## src/rtl/mr_addr_sequencer.sv

```systemverilog
// Address-path sequencer for the Maquina Rudimentaria: IR/PC/RDIR, fetch/address/access/branch FSM.
// Optional MR_ADDR_OVF_EN adds addr_ovf, the carry-out of the RDIR adder captured in ADDR.
module mr_addr_sequencer #(
  parameter int ADDR_W   = 8,
  parameter int INSTR_W  = 16,
  parameter logic [ADDR_W-1:0] RESET_PC = '0
) (
  input  logic               clk,
  input  logic               rst_n,
  input  logic               go,
  input  logic [ADDR_W-1:0]  regb,
  input  logic               br_taken,
  input  logic [INSTR_W-1:0] mem_rdata,
  input  logic               mem_ack,
  output logic               mem_req,
  output logic               mem_we,
  output logic [ADDR_W-1:0]  mem_addr,
  output logic [INSTR_W-1:0] ir,
  output logic [ADDR_W-1:0]  pc,
  output logic [ADDR_W-1:0]  rdir,
  output logic               busy,
  output logic               done
`ifdef MR_ADDR_OVF_EN
  ,output logic              addr_ovf
`endif
);

  typedef enum logic [2:0] {
    S_IDLE, S_FETCH, S_ADDR, S_ACCESS, S_BRJMP, S_DONE
  } state_e;

  localparam logic [1:0] OP_LOAD   = 2'b00;
  localparam logic [1:0] OP_STORE  = 2'b01;
  localparam logic [1:0] OP_ALU    = 2'b10;
  localparam logic [1:0] OP_BRANCH = 2'b11;

  state_e             state_q, state_d;
  logic [INSTR_W-1:0] ir_q, ir_d;
  logic [ADDR_W-1:0]  pc_q, pc_d;
  logic [ADDR_W-1:0]  rdir_q, rdir_d;
  logic [1:0]         opcode;
  logic [ADDR_W-1:0]  offset;
  logic [ADDR_W-1:0]  ea_sum;

  assign opcode = ir_q[INSTR_W-1 -: 2];
  assign offset = ir_q[ADDR_W-1:0];

`ifdef MR_ADDR_OVF_EN
  logic [ADDR_W:0] ea_wide;
  logic            addr_ovf_q, addr_ovf_d;

  assign ea_wide  = {1'b0, regb} + {1'b0, offset};
  assign ea_sum   = ea_wide[ADDR_W-1:0];
  assign addr_ovf = addr_ovf_q;
`else
  assign ea_sum = regb + offset;
`endif

  always_ff @(posedge clk) begin
    if (!rst_n) begin
      state_q <= S_IDLE;
      ir_q    <= '0;
      pc_q    <= RESET_PC;
      rdir_q  <= '0;
`ifdef MR_ADDR_OVF_EN
      addr_ovf_q <= 1'b0;
`endif
    end else begin
      state_q <= state_d;
      ir_q    <= ir_d;
      pc_q    <= pc_d;
      rdir_q  <= rdir_d;
`ifdef MR_ADDR_OVF_EN
      addr_ovf_q <= addr_ovf_d;
`endif
    end
  end

  always_comb begin
    state_d = state_q;
    ir_d    = ir_q;
    pc_d    = pc_q;
    rdir_d  = rdir_q;
`ifdef MR_ADDR_OVF_EN
    addr_ovf_d = addr_ovf_q;
`endif
    unique case (state_q)
      S_IDLE: if (go) state_d = S_FETCH;
      S_FETCH: begin
        if (mem_ack) begin
          ir_d    = mem_rdata;
          pc_d    = pc_q + ADDR_W'(1);
          state_d = S_ADDR;
        end
      end
      S_ADDR: begin
        rdir_d = ea_sum;
`ifdef MR_ADDR_OVF_EN
        addr_ovf_d = ea_wide[ADDR_W];
`endif
        unique case (opcode)
          OP_LOAD, OP_STORE: state_d = S_ACCESS;
          OP_ALU:            state_d = S_DONE;
          OP_BRANCH:         state_d = br_taken ? S_BRJMP : S_DONE;
          default:           state_d = S_DONE;
        endcase
      end
      S_ACCESS: if (mem_ack) state_d = S_DONE;
      S_BRJMP: begin
        pc_d    = rdir_q;
        state_d = S_DONE;
      end
      S_DONE:  state_d = S_IDLE;
      default: state_d = S_IDLE;
    endcase
  end

  // Outputs depend only on registered state, so nothing flows combinationally from inputs.
  assign mem_req  = (state_q == S_FETCH) || (state_q == S_ACCESS);
  assign mem_we   = (state_q == S_ACCESS) && (opcode == OP_STORE);
  assign mem_addr = (state_q == S_ACCESS) ? rdir_q : pc_q;
  assign busy     = (state_q != S_IDLE);
  assign done     = (state_q == S_DONE);
  assign ir       = ir_q;
  assign pc       = pc_q;
  assign rdir     = rdir_q;

endmodule
```

## config.mk

```make
export PLATFORM = sky130hd
export DESIGN_NAME = mr_addr_sequencer
export DESIGN_NICKNAME = d
export VERILOG_FILES = /design/src/rtl/mr_addr_sequencer.sv
export SDC_FILE = /design/constraint.sdc
export NUM_CORES = 1
export LEC_CHECK = 0
export ABC_AREA = 1
export BUFFER_PORTS_ARGS = -buffer_cell sky130_fd_sc_hd__buf_2
export CAP_MARGIN = 20
export CORE_UTILIZATION = 40
export CTS_CLUSTER_SIZE = 28
export DETAILED_ROUTE_END_ITERATION = 8
export PLACE_DENSITY = 0.67
export REMOVE_ABC_BUFFERS = 1
export SYNTH_ARGS = -nofsm -noshare
export SYNTH_HDL_FRONTEND = slang
export SYNTH_SLANG_ARGS = --single-unit
```

## constraint.sdc

```tcl
create_clock -name clk -period 1.6 [get_ports clk]
set_input_delay 0.32 -clock clk [delete_from_list [all_inputs] [get_ports clk]]
set_output_delay 0.32 -clock clk [all_outputs]
set_load 0.02 [all_outputs]
```

# Yosys cells after proc, flatten, opt, wreduce, memory -nomap -nowiden
# Index checks and enable logic that the tools add are counted.
[totals]
regBits = 35
latchBits = 0
mem_bits_rw = 0
romBits = 0
out_inout_bits = 44
memories = 0
[classes]
add_sub_neg = 2
n_mul = 0
div = 0
n_lt_le_gt_ge = 0
eq_ne = 11
shifts = 0
n_mux = 9
bitwise_logic = 0
n_reduce_logical = 10
[op_table]
columns = ["operator", "n"]
rows = [
  ["2-to-1 mux 8 bit", 2],
  ["one-hot mux 8 bit (2 select lines)", 1],
  ["one-hot mux 3 bit (5 select lines)", 1],
  ["2-to-1 mux 3 bit", 3],
  ["one-hot mux 3 bit (3 select lines)", 1],
  ["adder 8 x 1 -> 8 bit (second input constant)", 1],
  ["adder 8 bit", 1],
  ["== test 3 x 2 -> 1 bit (second input constant)", 2],
  ["== test 3 bit (second input constant)", 2],
  ["!= test 2 bit (second input constant)", 3],
  ["== test 2 bit (second input constant)", 2],
  ["AND reduction 2 bit", 2],
  ["== test 3 x 1 -> 1 bit (second input constant)", 1],
  ["zero test 3 bit", 1],
  ["AND reduction 3 bit", 1],
  ["nonzero test 3 bit", 1],
  ["== test 2 x 1 -> 1 bit (second input constant)", 1],
  ["zero test 2 bit", 1],
  ["nonzero test 2 bit", 1],
  ["OR reduction 2 bit", 1],
  ["logical AND 1 bit", 1],
  ["logical OR 1 bit", 1],
  ["2-to-1 mux 1 bit", 1],
]

# Logic depth before layout (Yosys ltp)
[depth]
depth_word = 4
ltp_mapped = 10
depth_no_buf = 10

# Worst setup path before layout
# No wires, ideal clock.
[synth_path]
kind = "register to output"
start = "register state_q[1]"
end = "output mem_addr[0]"
arrival_time_ps = 1364
required_ps = 1280
slack_ps = -84
path_stages_with_launch = 6
cell_sequence = "dfxtp_1 -> inv_2 -> nor2_2 -> nand2_2 -> clkbuf_1 -> o21ai_0"
[synth_between]
elab_chain_len = 2
[synth_rtl]
columns = ["element", "line_no", "source"]
rows = [
  ["from (decl)", "37", "state_e state_q, state_d;"],
  ["from (signal assigned)", "69", "state_q <= state_d;"],
  ["== test 3 x 2 -> 1 bit", "121", "assign mem_addr = (state_q == S_ACCESS) ? rdir_q : pc_q;"],
  ["2-to-1 mux 8 bit", "121", ""],
  ["to (decl)", "17", "output logic [ADDR_W-1:0] mem_addr,"],
]
# Every way passes these cells.

# Worst setup path in the final report
# Same ends and word-level chain as after synthesis.

==> run metrics <==
antenna violations before repair 0; final slew viol count 0; post-place instance area 2430 um2; biggest cell delay along the critical path between 300 and 400 ps; GRT Resource Usage Total 0.209; ratio of total power to cell area ~940 nW/um2; post-synthesis average cell area roughly 6.6 um2; grt total ovfl 0; combinational family with the most area after synthesis simple AND/OR/NAND/NOR gates; classification of the worst setup path flop to output pin; Fmax achieved 624 MHz; Critical Path End Type output pin; overall die height 72.1 um; synthesis-to-finish area growth 36.9%; length of routed met3 wiring around 330 um; largest driver fanout on the critical path 5; register bit count reported by yosys 35; reported leakage power about 1.4 nW; CTS root buffer clkbuf_8; overall via count from detail_route approximately 2,100; type of element launching the critical path flop; post-synthesis share of cell area spent on xor and xnor gates 0.0223; post-route DRC violation count 0; most used cells in the layout excluding fill and tap cells buf_2, nand2_1, nor2_1, inv_1, dfxtp_1; Post-synth EDFFs 0; drt total wl between 5000 and 6000 um; main flop type after synthesis dfxtp_1; crit path DAT 1280 ps; clock latency on the worst-skew pair about 280 ps; result of the run finished, violations left; Final Wtd Congestion around 0.79; largest net degree at the start of global routing 23; initial core utilization 0.417; count of fill cells added during filler insertion about 500; Clock H-tree levels 2; highest layer used for signal routing met4; number of clock sinks 35; die area roughly 5200 um2; capture point of the worst reg-to-reg path state_q[1]; I/O Buffers 72; Final Hold Vio Count 0; maximum VDD drop around 0.52 mV; part of the Yosys area used for sequential elements 0.356; Inserted Clock Buffers 5; Worst Hold Path Cells 3; synthesized area about 2000 um2; kind of cell adding the most delay to the critical path buffers and inverters; warnings from Yosys 0; post-detailed-route via-to-cell ratio 4.73; proportion of synthesized area in mux cells 0; WL per Instance between 10 and 15 um; length of the first detailed-routing pass in iterations 4; total setup violations reported at the end of the flow 1; Met1 Routed Length about 2300 um; slowest stage cell on the critical path dfxtp_2; worst reg2reg path startpoint state_q[1]; share of the clock period used by the worst path after layout 1.00; basic-gate share of the synthesized area counting and, or, nand and nor cells 0.310; row cnt 25; Synth Instances about 300; commonest non-fill, non-tap cell in the layout buf_2; total of max-cap violations 0; net count of the finished layout roughly 420; summed area of non-filler cells in the final layout approximately 2700 um2; count of boundary I/O pins 73; Cell variety after synth 28; Met2 Wirelength between 2000 and 2500 um; Final Worst Setup Slack -3.01 ps; hold-fix buffers at CTS 0; post-route minimum period between 1500 and 2000 ps; number of global-route vias before repair slightly below 2,000; worst path bufs/invs 3; R2R depth 10; Required @ worst endpoint about 1300 ps; series of cell instances along the critical path inv_2, nor2_4, buf_6, nand2_8, o21ai_1, buf_2; CTS tree done; RSZ-0062 raised after global routing yes; worst slew margin relative to its limit 0.687; setup slack, reg-to-reg around 30 ps; antenna diode count 0; clock slew seen by the registers of the worst setup and hold paths 70 ps; proportion of register bits with asynchronous set or reset after synthesis 0; Core Region ~4700 um2; slew at the pin closest to its max-slew limit 468 ps; number of antenna-violating nets in the routed design 0; compound-gate portion of the synthesized area 0.144; worst-case hold path end point ir[5]; global-route wire length before repair a little under 9000 um; failing checks negative setup slack; DRC marker count from the first detailed-route iteration between 90 and 100; fraction of final layout cells with drive strength greater than 1 0.314; clock buffer depth 2; arithmetic-cell share of the synthesized area counting full adders, half adders and majority gates 0.0610; beginning of the worst hold path mem_rdata[5]; Layout Utilization 0.571; Hold/Removal Path Class primary input to flop; Post-Route Skew 4.37 ps; horizontal extent of the die approximately 70 um; sum of net half-perimeters after detailed placement roughly 3700 um
## layer usage
layer	track usage	vias to the layer above
met4	0.0545	0
met1	0.277	921
met2	0.341	81
met3	0.0514	13
met5	0	-
li1	-	1122
## worst max-delay path by stage
stage,start,to,slack (ps),cells past startpoint
2_1_floorplan,ir[0],rdir[4],-40,8
6_report,state_q[1],mem_addr[0],-3,6
4_1_cts,state_q[1],mem_addr[5],3,6
5_1_grt,state_q[1],mem_addr[0],-50,7
3_5_place_dp,regb[0],rdir[4],-20,9
3_3_place_gp,regb[0],rdir[4],10,9
## tightest hold or removal path, cell delays in order
cell,delay [ps]
buf_2,70
o21ai_0,70
nor2_1,70
## through the flow
stage / hold WS [ps] / instances / power [W] / setup WS [ps] / setup TNS [ps]
5_1_grt: 294 / 452 / 0.00270 / -52.9 / -350
2_1_floorplan: 418 / 290 / 0.00150 / -40.1 / -40.1
3_3_place_gp: 460 / 437 / 0.00175 / 14.5 / 0
4_1_cts: 282 / 451 / 0.00251 / 2.90 / 0
3_5_place_dp: 468 / 437 / 0.00176 / -15.1 / -15.1
6_report: 287 / 452 / 0.00253 / -3.01 / -3.01
## cell usage after synthesis (2+ instances only)
cell type	count	share of area
buf_2	3	0.0076
xor2_1	2	0.0089
nand4_1	2	0.0064
xnor2_1	3	0.013
nor2_2	2	0.0064
o21ai_1	2	0.0051
a21oi_1	19	0.048
ha_1	8	0.051
clkbuf_1	4	0.0076
inv_2	5	0.0095
o21ai_0	30	0.076
nand3_1	19	0.048
nand2_2	3	0.0095
a22oi_1	2	0.0076
nand2_1	65	0.12
inv_1	39	0.074
dfxtp_1	35	0.36
nor2_1	46	0.088
## cell type report
type / instances / area [um2] / area share
clock buffer: 8 / 100 / 0.0371
multi-input combinational: 214 / 1150 / 0.427
timing repair buffer: 84 / 485 / 0.180
inverter: 44 / 168 / 0.0622
tap: 67 / 83.8 / 0.0311
sequential: 35 / 708 / 0.263
## cell families after synthesis
kind of cell	Yosys count
flip-flops	35
XOR/XNOR	5
adder cells (fa/ha/maj)	9
AO/OA/AOI/OAI	55
AND/OR/NAND/NOR	142
buffers and inverters	53
## power by group
group          internal [W]  switching [W]
clock              0.000393       0.000304
combinational      0.000302       0.000484
sequential         0.000959      0.0000903
total               0.00165       0.000878
## state kept, by name, indices dropped and copies added (netlist names)
name / flops
pc: 8
state_q: 3
ir: 16
rdir: 8
## timing repair
item / in CTS / in global routing
gates cloned: 3 / 0
buffers inserted: 3 / 1
resized for setup: 13 / 30
setup endpoints to repair: 10 / 13
No activity file was read; power rests on OpenSTA's default activity.
